--- config.mk ---
export PLATFORM = sky130hd
export DESIGN_NAME = datapath_unit
export DESIGN_NICKNAME = d
export VERILOG_FILES = /design/src/rtl/datapath_unit.sv
export SDC_FILE = /design/constraint.sdc
export NUM_CORES = 1
export LEC_CHECK = 0
export BUFFER_PORTS_ARGS = -buffer_cell sky130_fd_sc_hd__buf_4
export CAP_MARGIN = 10
export CORE_MARGIN = 1.5
export CORE_UTILIZATION = 50
export CTS_CLUSTER_DIAMETER = 50
export DETAILED_ROUTE_END_ITERATION = 10
export GPL_TIMING_DRIVEN = 0
export PLACE_DENSITY = 0.7
export REMOVE_ABC_BUFFERS = 1
export SKIP_LAST_GASP = 1
export SYNTH_ARGS = -nofsm -noshare
export SYNTH_HDL_FRONTEND = slang
export SYNTH_SLANG_ARGS = --single-unit
--- constraint.sdc ---
create_clock -name clk_i -period 6.2 [get_ports clk_i]
set_clock_uncertainty 0.1 [all_clocks]
set_input_delay 0.62 -clock clk_i [delete_from_list [all_inputs] [get_ports clk_i]]
set_output_delay 0.62 -clock clk_i [all_outputs]
set_load 0.02 [all_outputs]
--- src/rtl/datapath_unit.sv ---
// datapath_unit: register file + ALU/shifter; writeback is registered and committed one cycle later (optional forwarding under DATAPATH_FWD_EN)
module datapath_unit #(
  parameter int DW = 8,
  parameter int NREG = 8,
  localparam int AW = $clog2(NREG),
  localparam int CW = $clog2(DW)
) (
  input  logic          clk_i,
  input  logic          rst_i,
  input  logic          cen_i,
  input  logic          valid_i,
  input  logic          we_i,
  input  logic          flag_we_i,
  input  logic          op2_sel_i,
  input  logic          shift_i,
  input  logic [2:0]    func_i,
  input  logic [AW-1:0] rs_i,
  input  logic [AW-1:0] rs2_i,
  input  logic [AW-1:0] rd_i,
  input  logic [DW-1:0] immed_i,
  input  logic [CW-1:0] count_i,
  input  logic [1:0]    wsel_i,
  input  logic [DW-1:0] mem_dat_i,
  input  logic [DW-1:0] port_dat_i,
  output logic [DW-1:0] rs_dat_o,
  output logic [DW-1:0] rs2_dat_o,
  output logic [DW-1:0] result_o,
  output logic          result_valid_o,
  output logic          carry_o,
  output logic          zero_o
);
`ifdef DATAPATH_FWD_EN
  localparam bit FWD = 1'b1;
`else
  localparam bit FWD = 1'b0;
`endif
  logic [DW-1:0] regs [NREG];
  logic pend_we;
  logic [AW-1:0] pend_rd;
  logic [DW-1:0] op2, alu_res, sh_res, res, wb;
  logic alu_c, sh_c, res_c, cin;
  logic [DW:0] sum, diff;
  logic [2*DW-1:0] shl_w, shr_w;
  assign rs_dat_o = rs_i == '0 ? '0 : (FWD && pend_we && rs_i == pend_rd) ? result_o : regs[rs_i];
  assign rs2_dat_o = rs2_i == '0 ? '0 : (FWD && pend_we && rs2_i == pend_rd) ? result_o : regs[rs2_i];
  assign op2 = op2_sel_i ? immed_i : rs2_dat_o;
  assign cin = func_i[0] & carry_o;
  assign sum = {1'b0, rs_dat_o} + {1'b0, op2} + {{DW{1'b0}}, cin};
  assign diff = {1'b0, rs_dat_o} - {1'b0, op2} - {{DW{1'b0}}, cin};
  // Shifting through a double-width word leaves the last bit shifted out at the seam.
  assign shl_w = {{DW{1'b0}}, rs_dat_o} << count_i;
  assign shr_w = {rs_dat_o, {DW{1'b0}}} >> count_i;
  always_comb begin
    alu_res = func_i[2] ? (func_i[1] ? (func_i[0] ? rs_dat_o & ~op2 : rs_dat_o ^ op2)
                                     : (func_i[0] ? rs_dat_o | op2 : rs_dat_o & op2))
                        : (func_i[1] ? diff[DW-1:0] : sum[DW-1:0]);
    alu_c = !func_i[2] && (func_i[1] ? diff[DW] : sum[DW]);
    sh_res = func_i[1] ? (func_i[0] ? shr_w[2*DW-1:DW] | shr_w[DW-1:0] : shl_w[DW-1:0] | shl_w[2*DW-1:DW])
                       : (func_i[0] ? shr_w[2*DW-1:DW] : shl_w[DW-1:0]);
    sh_c = func_i[0] ? shr_w[DW-1] : shl_w[DW];
    res = shift_i ? sh_res : alu_res;
    res_c = shift_i ? sh_c : alu_c;
    wb = wsel_i == 2'b01 ? mem_dat_i : wsel_i == 2'b10 ? port_dat_i : res;
  end
  always_ff @(posedge clk_i or posedge rst_i) begin
    if (rst_i) begin
      for (int i = 0; i < NREG; i++) regs[i] <= '0;
      result_o <= '0;
      result_valid_o <= 1'b0;
      carry_o <= 1'b0;
      zero_o <= 1'b0;
      pend_we <= 1'b0;
      pend_rd <= '0;
    end else if (cen_i) begin
      if (pend_we && pend_rd != '0) regs[pend_rd] <= result_o;
      result_valid_o <= valid_i;
      pend_we <= valid_i & we_i;
      if (valid_i) begin
        result_o <= wb;
        pend_rd <= rd_i;
        if (flag_we_i) begin
          carry_o <= res_c;
          zero_o <= res == '0;
        end
      end
    end
  end
endmodule

# Word-level counts from Yosys, hierarchy flattened
# Index checks and enable logic that the tools add are counted.
[word_totals]
word_cells = 75
register_bits = 79
[op_classes]
eq_ne = 2
n_addsub = 4
bitwise_logic = 12
n_mux = 26
n_shift = 2
reduce_logical = 11
n_lt_le_gt_ge = 4
[ops]
columns = ["operator", "n"]
rows = [
  ["2-to-1 mux 8 bit", 19],
  ["bitwise mux 64 bit", 1],
  ["binary-select mux 8 bit (select 3 bit)", 2],
  ["demux 8 bit (select 3 bit)", 1],
  ["OR 8 bit", 3],
  ["AND 8 bit", 2],
  ["<< shifter 8 x 3 -> 16 bit", 1],
  [">> shifter 16 x 3 -> 16 bit", 1],
  [">= comparator 4 bit, second input constant", 3],
  ["NOT 3 -> 4 bit", 3],
  ["adder 8 x 8 -> 9 bit", 1],
  ["adder 9 x 1 -> 9 bit", 1],
  ["subtractor 8 x 8 -> 9 bit", 1],
  ["subtractor 9 x 1 -> 9 bit", 1],
  ["logical NOT 8 bit", 1],
  ["NOT 8 bit", 1],
  ["bitwise XOR 8 bit", 1],
  ["logical NOT 3 bit", 2],
  ["less-than comparator 4 x 1 -> 1 bit, second input constant", 1],
  ["AND reduction 2 bit", 2],
  ["logical AND 1 bit", 3],
  ["2-to-1 mux 1 bit", 3],
  ["AND reduction 3 bit", 1],
  ["nonzero test 3 bit", 1],
  ["4 further kinds", 5],
]

# Depth between registers and ports, before layout
# Gate-level depths: netlist (run 1).
[depth]
ltp_word = 14
ltp_mapped = 20

# Worst setup path before layout (run 1)
# OpenSTA, ideal clock, no wires.
[synth_timing]
path_type = "input-to-reg"
start = "in rs2_i[0]"
end = "reg zero_o"
path_buffers = 3
path_slack_ns = 1.034
setup_ns = 0.067
t_required_ns = 6.033
arrival_time_ns = 4.999
cell_stages = 18
path_cell_list = "clkbuf_1 -> clkbuf_1 -> or2_2 -> buf_1 -> o21ai_0 -> a221oi_1 -> mux2i_1 -> fa_1 -> fa_1 -> nand2b_1 -> a21oi_1 -> o21ai_0 -> a21boi_0 -> o21ai_0 -> a2bb2oi_1 -> o221ai_1 -> nor4_1 -> a32o_1"
[synth_via]
elab_chain_len = 13
word_cells_on_any_way = 23
classes_between = "add/sub: 4; mux: 11; bitwise: 6; reduce/logical: 2"
[synth_lines]
columns = ["element", "line_no", "rtl"]
rows = [
  ["start, declared", "18", "input logic [AW-1:0] rs2_i,"],
  ["NOT 3 -> 4 bit (not written as such)", "45", "assign rs2_dat_o = rs2_i == '0 ? '0 : (FWD && pend_we && rs2_i == pend_rd) ? result_o : regs[rs2_i];"],
  ["binary-select mux 8 bit (select 3 bit)", "45", ""],
  ["2-to-1 mux 8 bit (not written as such) (2 in a row)", "45", ""],
  ["2-to-1 mux 8 bit (*)", "45", ""],
  ["net rs2_dat_o[0]", "26", "output logic [DW-1:0] rs2_dat_o,"],
  ["2-to-1 mux 8 bit (*)", "46", "assign op2 = op2_sel_i ? immed_i : rs2_dat_o;"],
  ["parallel branches: the longest is 4 deep, another holds adder 8 x 8 -> 9 bit", "n/a", ""],
  ["2-to-1 mux 8 bit (*)", "54", "alu_res = func_i[2] ? (func_i[1] ? (func_i[0] ? rs_dat_o & ~op2 : rs_dat_o ^ op2)"],
  ["2-to-1 mux 8 bit (*)", "61", "res = shift_i ? sh_res : alu_res;"],
  ["logical NOT 8 bit (*)", "83", "zero_o <= res == '0;"],
  ["end signal, assigned", "71", "zero_o <= 1'b0;"],
  ["end signal, assigned", "83", ""],
  ["end, declared", "30", "output logic zero_o"],
]
# Mark *: on every way through the listed nets, which the timed path passes. The select of a mux whose other input is x is not followed.
# A chain may end at the register's enable or synchronous reset.

# Worst setup path in the final report (run 1)
[layout_timing]
start = "in rs_i[1]"
end = "reg zero_o"
[layout_via]
elab_chain_len = 11
word_cells_on_any_way = 28
classes_between = "add/sub: 4; shift: 2; mux: 13; bitwise: 7; reduce/logical: 2"
[layout_lines]
columns = ["element", "line_no", "rtl"]
rows = [
  ["start, declared", "17", "input logic [AW-1:0] rs_i,"],
  ["NOT 3 -> 4 bit (not written as such)", "44", "assign rs_dat_o = rs_i == '0 ? '0 : (FWD && pend_we && rs_i == pend_rd) ? result_o : regs[rs_i];"],
  ["binary-select mux 8 bit (select 3 bit)", "44", ""],
  ["2-to-1 mux 8 bit (not written as such) (2 in a row)", "44", ""],
  ["2-to-1 mux 8 bit (*)", "44", ""],
  ["adder 8 x 8 -> 9 bit, or another cell as far along", "48", "assign sum = {1'b0, rs_dat_o} + {1'b0, op2} + {{DW{1'b0}}, cin};"],
  ["adder 9 x 1 -> 9 bit, or another cell as far along", "48", ""],
  ["2-to-1 mux 8 bit, on equally long branches", "56, 54, 58", ""],
  ["2-to-1 mux 8 bit, on equally long branches", "54, 58", ""],
  ["2-to-1 mux 8 bit (*)", "61", ""],
  ["logical NOT 8 bit (*)", "83", ""],
]
# Mark *: on every way between the ends. The rest lies on a longest branch, timed or not. The select of a mux whose other input is x is not followed.

==> results.yml, run 1 <==
sta:
  period_needed_ns: 5.26
  setup_ws_ns: 0.941
  worst_pin_slew_ns: 1.11
  max_freq_mhz: 190
  fin_crit_sh: 0.848
  tns_ns: 0
  max_slew_margin: 0.259
  rsz0062_at_grt: "false"
  slew_violations: 0
  setup_viol: 0
  hold_viol: 0
place:
  hpwl_mm: 14.8
  io_buffers: 75
  place_congestion: 0.952
  place_ws_ns: 0.754
yosys:
  yosys_warnings: 0
  synthFlopType: "dfrtp_1"
  syn_avg_cell_area_um2: 9.51
  ys_seq_area_frac: 0.296
  synthTopCellsByCount: "79 x dfrtp_1, 66 x mux2_2, 60 x nand2_1"
  synth_top_area_share: 0.296
  yosysTopAreaCell: "dfrtp_1"
  synth-edff-count: 0
  async_flop_share: 1.00
  syn_area_um2: 6680
  synth-seq-cells: 79
  yosysMostFrequentCell: "dfrtp_1"
  synth.area.top_cells: "dfrtp_1 30%, mux2_2 11%, ha_1 6.7%"
  yosysUniqueCellTypes: 76
  syn_inst: 703
clock_tree:
  cts_hold_buffers: 0
  ctsResizeCount: 0
  cts_sinks: 79
  insertion_delay_ns: 0.34
  cts_buffers: 9
  cts.clk_slew.worst_paths_ns: 0.07
  cts_tree: "done"
  post_cts_buffers: 0
  h-tree-depth: 3
  clockBufferDepth: 2
  cts_root_buf: "clkbuf_16"
die:
  die_h_um: 119
  ios: 76
  die_width_um: 119
  initial_core_util: 0.509
  dieArea_um2: 14100
  core_area_um2: 13100
  rows: 42
worst_setup_path:
  r2r_slack_ns: 1.59
  worst_setup_path_start_kind: "primary input"
  crit_arrival_ns: 5.44
  crit_type: "in2reg"
  required_ns: 6.38
  cp-end-kind: "flip-flop"
  cp_max_fo: 25
  r2r_start: "regs[24]"
  reg2reg_to: "zero_o"
  rr_worst_depth: 15
power_and_ir_drop:
  p_comb_frac: 0.414
  power.internal_mw: 1.43
  pwr-share-clk: 0.254
  p_seq_frac: 0.332
  leakage_nw: 3.46
  worst_ir_drop_vdd_mv: 0.205
  powerDensity_nw_per_um2: 304
  p_sw_frac: 0.377
  p_switching_uw: 864
outcome:
  status: "finished clean"
detailed_routing:
  wl_mm: 20.3
  drc: 0
  num_vias: 5879
  antenna_left: 0
  avgViaCountPerCell: 6.40
  drtIter0Drc: 744
  first_pass_iters: 5
  wl_per_cell_um: 22.1
global_routing:
  grt_max_degree: 52
  first_global_vias: 5828
  grtUsageTotal: 0.297
  grt_overflow_total: 0
  antenna_found_initial: 0
  grt_pass1_wl_mm: 32.4
layout:
  final_net_count: 826
  layout-drive-gt1-share: 0.265
  multi_input_area_um2: 4250
  diodes: 0
  seqCellArea_um2: 1980
  fillerInstances: 1197
  areaGrowthSynthToFinish_pct: 12.8
job:
  maxCapViolCount: 0
worst_hold_path:
  hold_path.class: "in2async"
-- critical path, cell delays in order --
cell and delay, ns:
buf_4 0.36, nor2b_1 0.86, a221oi_1 0.33, or2_1 0.42, fa_1 0.52, fa_1 0.42
nand2b_1 0.18, a21oi_1 0.22, o21ai_0 0.13, a21boi_0 0.25, o21ai_0 0.17, a2bb2oi_1 0.17
o221ai_1 0.23, nor4_1 0.32, a32o_1 0.19
-- flip-flops by register name (all words and copies together), names as in the netlist --
register and flops:
pend_we 1, result_valid_o 1, pend_rd 3, zero_o 1, result_o 8, carry_o 1, regs 64
-- worst max-delay path by stage --
stage              from  endpoint  slack [ns]  cells past startpoint
2_1_floorplan  rs2_i[0]    zero_o        1.91                     15
3_3_place_gp    rs_i[1]    zero_o        0.75                     15
3_5_place_dp    rs_i[1]    zero_o        0.75                     15
4_1_cts         rs_i[1]    zero_o        1.07                     15
5_1_grt         rs_i[1]    zero_o        0.50                     15
6_report        rs_i[1]    zero_o        0.94                     15
-- metrics by stage --
step                      cell area [µm²]   util  power (mW)  instances  hold WS (ns)
after CTS                            7540  0.574        2.28        918         0.191
after global placement               7190  0.547        1.66        901         0.262
final                                7540  0.574        2.29        918         0.181
after detailed placement             7220  0.550        1.70        902         0.264
after global routing                 7540  0.574        2.42        918         0.210
after floorplan                      6410      -        1.38        650         0.249
-- logic make-up after synthesis --
logic type	after synthesis	share of synthesized area
multiplexers	120	0.226
XOR/XNOR	9	0.0118
buffers and inverters	100	0.0678
AND/OR/NAND/NOR	189	0.135
AO/OA/AOI/OAI	166	0.184
adder cells (fa/ha/maj)	40	0.0794
flip-flops	79	0.296
-- final cells by class --
| cell class | count | share of cell area |
|---|---|---|
| flip-flops and latches | 79 | 0.262 |
| inverters | 47 | 0.0237 |
| multi-input cells | 524 | 0.564 |
| clock inverters | 6 | 0.0123 |
| well taps | 176 | 0.0292 |
| repair buffers | 76 | 0.0783 |
| clock buffers | 10 | 0.0304 |
-- metal layers --
layer / part of all wire / track usage / up-vias / wire length [µm]
li1: - / - / 2676 / -
met1: 0.43 / 0.405 / 2895 / 8790
met2: 0.47 / 0.488 / 270 / 9570
met3: 0.068 / 0.0483 / 38 / 1380
met4: 0.027 / 0.0851 / 0 / 552
met5: 0 / 0 / - / 0
-- layout by cell type (no fill, tap or decap), types with 5 or more instances in the layout --
cell,instances
dfrtp_1,79
buf_4,75
mux2_2,66
nand2_1,60
nor2_1,47
inv_1,44
o21ai_0,39
ha_1,36
mux2i_1,35
nor3_1,19
a21oi_1,19
mux4_2,18
a221oi_1,14
nand3_1,12
nor2b_1,11
a211oi_1,9
clkbuf_16,9
xnor2_1,7
nand2b_1,6
a22o_1,6
a22oi_1,6
a31oi_1,6
o211ai_1,6
or2_2,5
a221o_1,5
nand4_1,5
o31ai_1,5
-- power by group through the flow --
stage	logic, mW	clock network, mW	registers [mW]
2_1_floorplan	0.644	0	0.734
3_3_place_gp	0.908	0	0.752
3_5_place_dp	0.934	0	0.766
4_1_cts	0.941	0.585	0.758
5_1_grt	1.03	0.608	0.782
6_report	0.949	0.581	0.761
No activity file was read; power rests on OpenSTA's default activity.
==> inputs of run 2 (changes only) <==
- ABC_AREA: unset -> 1
- clock period: 6.2 -> 5.3 ns (I/O delays scaled with it)
==> run 2 against run 1 <==
Compared with the run above:
- clock-buffer cell count unchanged
- synthesized cell count increased by 48%
- global-route usage decreased by 0.96 points
- flip-flop and latch count unchanged
- final area decreased by 0.23%
- largest power group unchanged
==> results.yml, run 2 <==
outcome:
  status: "finished clean"
clock_tree:
  post_cts_buffers: 0
  cts_sinks: 79
  cts_buffers: 9
  clockBufferDepth: 2
  h-tree-depth: 3
  cts_hold_buffers: 0
  cts_root_buf: "clkbuf_16"
  cts.clk_slew.worst_paths_ns: 0.07
  cts_tree: "done"
  insertion_delay_ns: 0.35
  ctsResizeCount: 0
worst_hold_path:
  hold_path.class: "in2async"
place:
  hpwl_mm: 14.2
  placedCellCount: 1235
  place_congestion: 0.924
  io_buffers: 75
  place_ws_ns: 0.355
yosys:
  synth-edff-count: 0
  synth_top_area_share: 0.297
  synthFlopType: "dfrtp_1"
  yosysUniqueCellTypes: 40
  syn_area_um2: 6650
  synthTopCellsByCount: "294 x nand2_1, 144 x inv_1, 133 x nand3_1"
  syn_inst: 1041
  yosysTopAreaCell: "dfrtp_1"
  async_flop_share: 1.00
  ys_seq_area_frac: 0.297
  synth-seq-cells: 79
  yosysMostFrequentCell: "nand2_1"
  synth.area.top_cells: "dfrtp_1 30%, nand2_1 17%, nand3_1 10%"
  syn_avg_cell_area_um2: 6.39
  yosys_warnings: 0
die:
  initial_core_util: 0.519
  die_width_um: 118
  ios: 76
  core_area_um2: 12800
  rows: 41
  die_h_um: 118
  dieArea_um2: 14000
detailed_routing:
  first_pass_iters: 6
  wl_per_cell_um: 15.6
  drtIter0Drc: 678
  avgViaCountPerCell: 5.45
  num_vias: 6824
  wl_mm: 19.5
  drc: 0
  antenna_left: 0
worst_setup_path:
  crit_arrival_ns: 4.82
  max_stage_delay_ns: 0.50
  crit_type: "in2reg"
  rr_worst_depth: 23
  worst_setup_path_start_kind: "primary input"
  critical_path.top_delay_family: "compound AO/OA/AOI/OAI gates"
  cp.depth: 22
  path_buf_inv: 4
  slowest_stage: "nand3_1"
  cp-end-kind: "flip-flop"
  crit_chain: "buf_4 -> inv_1 -> nand3_1 -> nand3_1 -> nand2_1 -> o21ai_0 -> inv_1 -> fa_1 -> inv_1 -> fa_1 -> o21ai_0 -> nand2_1 -> nand2_1 -> nand2_1 -> a21oi_1 -> nor2_1 -> nor2_1 -> o21bai_1 -> a21oi_1 -> o21ai_0 -> a21oi_1 -> o21ai_0"
  cp_max_fo: 35
  required_ns: 5.41
sta:
  worst_pin_slew_ns: 0.849
  tns_ns: 0
  slew_violations: 0
  fin_crit_sh: 0.887
  setup_viol: 0
  max_slew_margin: 0.434
  max_freq_mhz: 213
  hold_viol: 0
  setup_ws_ns: 0.598
  rsz0062_at_grt: "false"
  period_needed_ns: 4.70
layout:
  layout-drive-gt1-share: 0.109
  layout_common_cells: "294 x nand2_1, 143 x inv_1, 133 x nand3_1"
  areaGrowthSynthToFinish_pct: 13.1
  final_cell_count_no_fill: 1251
  largest_reg_flops: 64
  final_common_cell: "nand2_1"
  top_register: "regs"
  reg_top3: "regs: 64 flops, result_o: 8 flops, pend_rd: 3 flops"
  diodes: 0
  final_net_count: 1163
global_routing:
  antenna_found_initial: 0
  grt_max_degree: 56
  grt_overflow_total: 0
  grt_pass1_wl_mm: 31.9
  grtUsageTotal: 0.287
  first_global_vias: 6195
job:
  maxCapViolCount: 0
power_and_ir_drop:
  leakage_nw: 4.00
  worst_ir_drop_vdd_mv: 0.236
  powerDensity_nw_per_um2: 348
-- run 2: cell types whose count changed after synthesis, moves of 18 or more --
cell | previous run | this run
mux2_2 | 66 | 0
mux4_2 | 18 | 0
o21ai_0 | 39 | 130
nand2_1 | 60 | 294
a21oi_1 | 19 | 50
inv_1 | 45 | 144
nand3_1 | 12 | 133
mux2i_1 | 35 | 0
-- run 2: logic make-up after synthesis --
logic type | count (synthesis) | share of synthesized area
adders and majority gates | 40 | 0.0797
DFF | 79 | 0.297
buffers and inverters | 204 | 0.125
and+or+nand+nor | 501 | 0.319
AOI/OAI and AO/OA | 216 | 0.177
xor gates and xnor gates | 1 | 0.00132
-- run 2: final cells by class --
type | count | area (µm²)
Clock buffer | 10 | 239
Sequential cell | 79 | 1980
Timing Repair Buffer | 76 | 591
Fill cell | 1324 | 5300
Multi-Input combinational cell | 758 | 3840
Clock inverter | 6 | 92.6
Tap cell | 172 | 215
Inverter | 150 | 568
-- run 2: path summary, 6_finish.rpt --
kind                           from          to  slack, ns
setup / recovery           rs2_i[0]     carry_o       0.60
hold / removal                rst_i  pend_rd[2]       0.06
setup reg to reg            regs[8]     carry_o       1.35
hold reg to reg            regs[61]    regs[61]       0.30
max in group asynchronous     rst_i    regs[62]       4.45
min in group clk_i            cen_i     pend_we       0.28
-- run 2: metal layers --
metal  global-route usage  vias to the layer above  wire (µm)
met4               0.0846                        0        380
met2                0.434                      280       8430
met3               0.0598                       31       1670
met5                    0                        -          0
li1                     -                     3418          -
met1                0.413                     3095       9040
-- run 2: power breakdown --
part	internal, mW	switching (mW)
clock network	0.428	0.261
logic	0.367	0.672
registers	0.778	0.109
total	1.57	1.04
-- run 2: stage by stage --
| step | hold WS, ns | utilization | instance area (µm²) | power (mW) |
|---|---|---|---|---|
| 3_5_place_dp | 0.286 | 0.561 | 7190 | 1.92 |
| 2_1_floorplan | 0.269 | - | 6380 | 1.59 |
| 3_3_place_gp | 0.286 | 0.558 | 7160 | 1.89 |
| 6_report | 0.0552 | 0.587 | 7520 | 2.61 |
| 4_1_cts | 0.0624 | 0.587 | 7520 | 2.62 |
| 5_1_grt | 0.0793 | 0.587 | 7520 | 2.83 |
==> inputs of run 3 (changes only) <==
- CTS_BUF_LIST: unset -> sky130_fd_sc_hd__clkbuf_4
- PLACE_DENSITY: 0.7 -> unset
- PLACE_DENSITY_LB_ADDON: unset -> 0.1
- SKIP_CTS_REPAIR_TIMING: unset -> 1
==> run 3 against run 2 <==
Compared with the run above:
- critical path depth fell by 1
- global-route usage fell by 0.12 points
- sequential share of layout area rose by 0.56 points
- sequential power fell by 0.5%
- critical path type unchanged
- critical endpoint unchanged
- largest cell class unchanged
- largest power group unchanged
==> results.yml, run 3 (same netlist as run 2, synthesis figures left out) <==
outcome:
  status: "finished clean"
sta:
  holdWs_ns: 0.155
  worst_pin_slew_ns: 0.881
  max_slew_margin: 0.412
  setup_viol: 0
  fin_crit_sh: 0.869
  max_freq_mhz: 217
  period_needed_ns: 4.60
  tns_ns: 0
  hold_viol: 0
  rsz0062_at_grt: "false"
  slew_violations: 0
worst_setup_path:
  required_ns: 5.55
  rr_worst_depth: 23
  crit_arrival_ns: 4.86
  cp-end-kind: "flip-flop"
  r2r_slack_ns: 1.41
  r2r_start: "regs[16]"
  reg2reg_to: "carry_o"
  worst_setup_path_start_kind: "primary input"
  crit_type: "in2reg"
  crit_start: "rs2_i[0]"
  cp_max_fo: 35
global_routing:
  grt_most_used_layer: "met2"
  antenna_found_initial: 0
  grt_overflow_total: 0
  grt_pass1_wl_mm: 31.9
  met2_usage: 0.435
  met3_usage: 0.0541
  grtUsageTotal: 0.286
  grt_max_degree: 64
  first_global_vias: 6189
  grt_use_met1: 0.410
die:
  rows: 41
  dieArea_um2: 14000
  die_h_um: 118
  die_width_um: 118
  initial_core_util: 0.519
  ios: 76
  core_area_um2: 12800
detailed_routing:
  drc: 0
  num_vias: 6766
  avgViaCountPerCell: 5.40
  wl_per_cell_um: 15.6
  antenna_left: 0
  first_pass_iters: 5
  wl_mm: 19.5
  drtIter0Drc: 695
layout:
  diodes: 0
  final_common_cell: "nand2_1"
  largest_reg_flops: 64
  layout_common_cells: "294 x nand2_1, 143 x inv_1, 133 x nand3_1"
  reg_top3: "regs: 64 flops, result_o: 8 flops, pend_rd: 3 flops"
  top_register: "regs"
  areaGrowthSynthToFinish_pct: 10.7
  final_net_count: 1164
  layout-drive-gt1-share: 0.109
clock_tree:
  cts.clk_slew.worst_paths_ns: 0.14
  cts_root_buf: "clkbuf_4"
  h-tree-depth: 3
  insertion_delay_ns: 0.48
  cts_tree: "done"
  clockBufferDepth: 2
  cts_buffers: 9
  cts_sinks: 79
worst_hold_path:
  worstHoldStart: "cen_i"
  hold_end: "pend_we"
  hold_path.class: "in2reg"
  min_path_cells: 2
power_and_ir_drop:
  p_comb_frac: 0.444
  pwr-share-clk: 0.181
  p_switching_mw: 1.02
  power.internal_mw: 1.33
  leakage_nw: 3.94
  powerDensity_nw_per_um2: 319
  p_sw_frac: 0.433
  p_seq_frac: 0.375
  worst_ir_drop_vdd_mv: 0.221
place:
  hpwl_mm: 14.2
  io_buffers: 75
  place_congestion: 0.933
job:
  maxCapViolCount: 0
[run 3: worst max path at each step]
stage | slack, ns | depth (start not counted) | endpoint
2_1_floorplan | 1.70 | 25 | zero_o
3_3_place_gp | 0.35 | 21 | carry_o
3_5_place_dp | 0.32 | 21 | carry_o
4_1_cts | 0.81 | 21 | carry_o
5_1_grt | 0.32 | 26 | zero_o
6_report | 0.70 | 21 | carry_o
[run 3: layout make-up]
type                            instances  area (µm²)
Multi-Input combinational cell        758        3840
Inverter                              150         568
Tap cell                              172         215
Clock buffer                            9        67.6
Fill cell                            1345        5460
Sequential cell                        79        1980
Timing Repair Buffer                   77         601
Clock inverter                          7        97.6
[run 3: through the flow]
stage	utilization	total power [mW]	area, µm²	instances	worst slack (ns)
2_1_floorplan	-	1.59	6380	987	1.70
3_3_place_gp	0.558	1.90	7160	1234	0.353
3_5_place_dp	0.561	1.92	7190	1235	0.318
4_1_cts	0.574	2.35	7360	1251	0.807
5_1_grt	0.574	2.55	7370	1252	0.321
6_report	0.574	2.35	7370	1252	0.696
[run 3: power groups by stage]
stage / Sequential (mW) / Combinational, mW / Clock (mW)
2_1_floorplan: 0.882 / 0.703 / 0
3_3_place_gp: 0.886 / 1.01 / 0
3_5_place_dp: 0.891 / 1.03 / 0
4_1_cts: 0.879 / 1.04 / 0.429
5_1_grt: 0.906 / 1.19 / 0.455
6_report: 0.882 / 1.04 / 0.426
[run 3: critical path, cell delays in order]
cell and delay (ns):
buf_4 0.22, inv_1 0.69, nand3_1 0.53, nand3_1 0.33
nand2_1 0.07, o21ai_0 0.23, inv_1 0.16, fa_1 0.40
inv_1 0.11, fa_1 0.20, o21ai_0 0.09, nand2_1 0.09
nand2_1 0.07, nand2_1 0.08, a21oi_1 0.08, nor2_1 0.12
nor2_1 0.05, o21bai_1 0.17, o21ai_0 0.14, a21oi_1 0.35
o21ai_0 0.13
[run 3: layer usage]
layer | up-vias | share of wire
li1 | 3419 | -
met1 | 3063 | 0.47
met2 | 251 | 0.43
met3 | 33 | 0.075
met4 | 0 | 0.020
met5 | - | 0
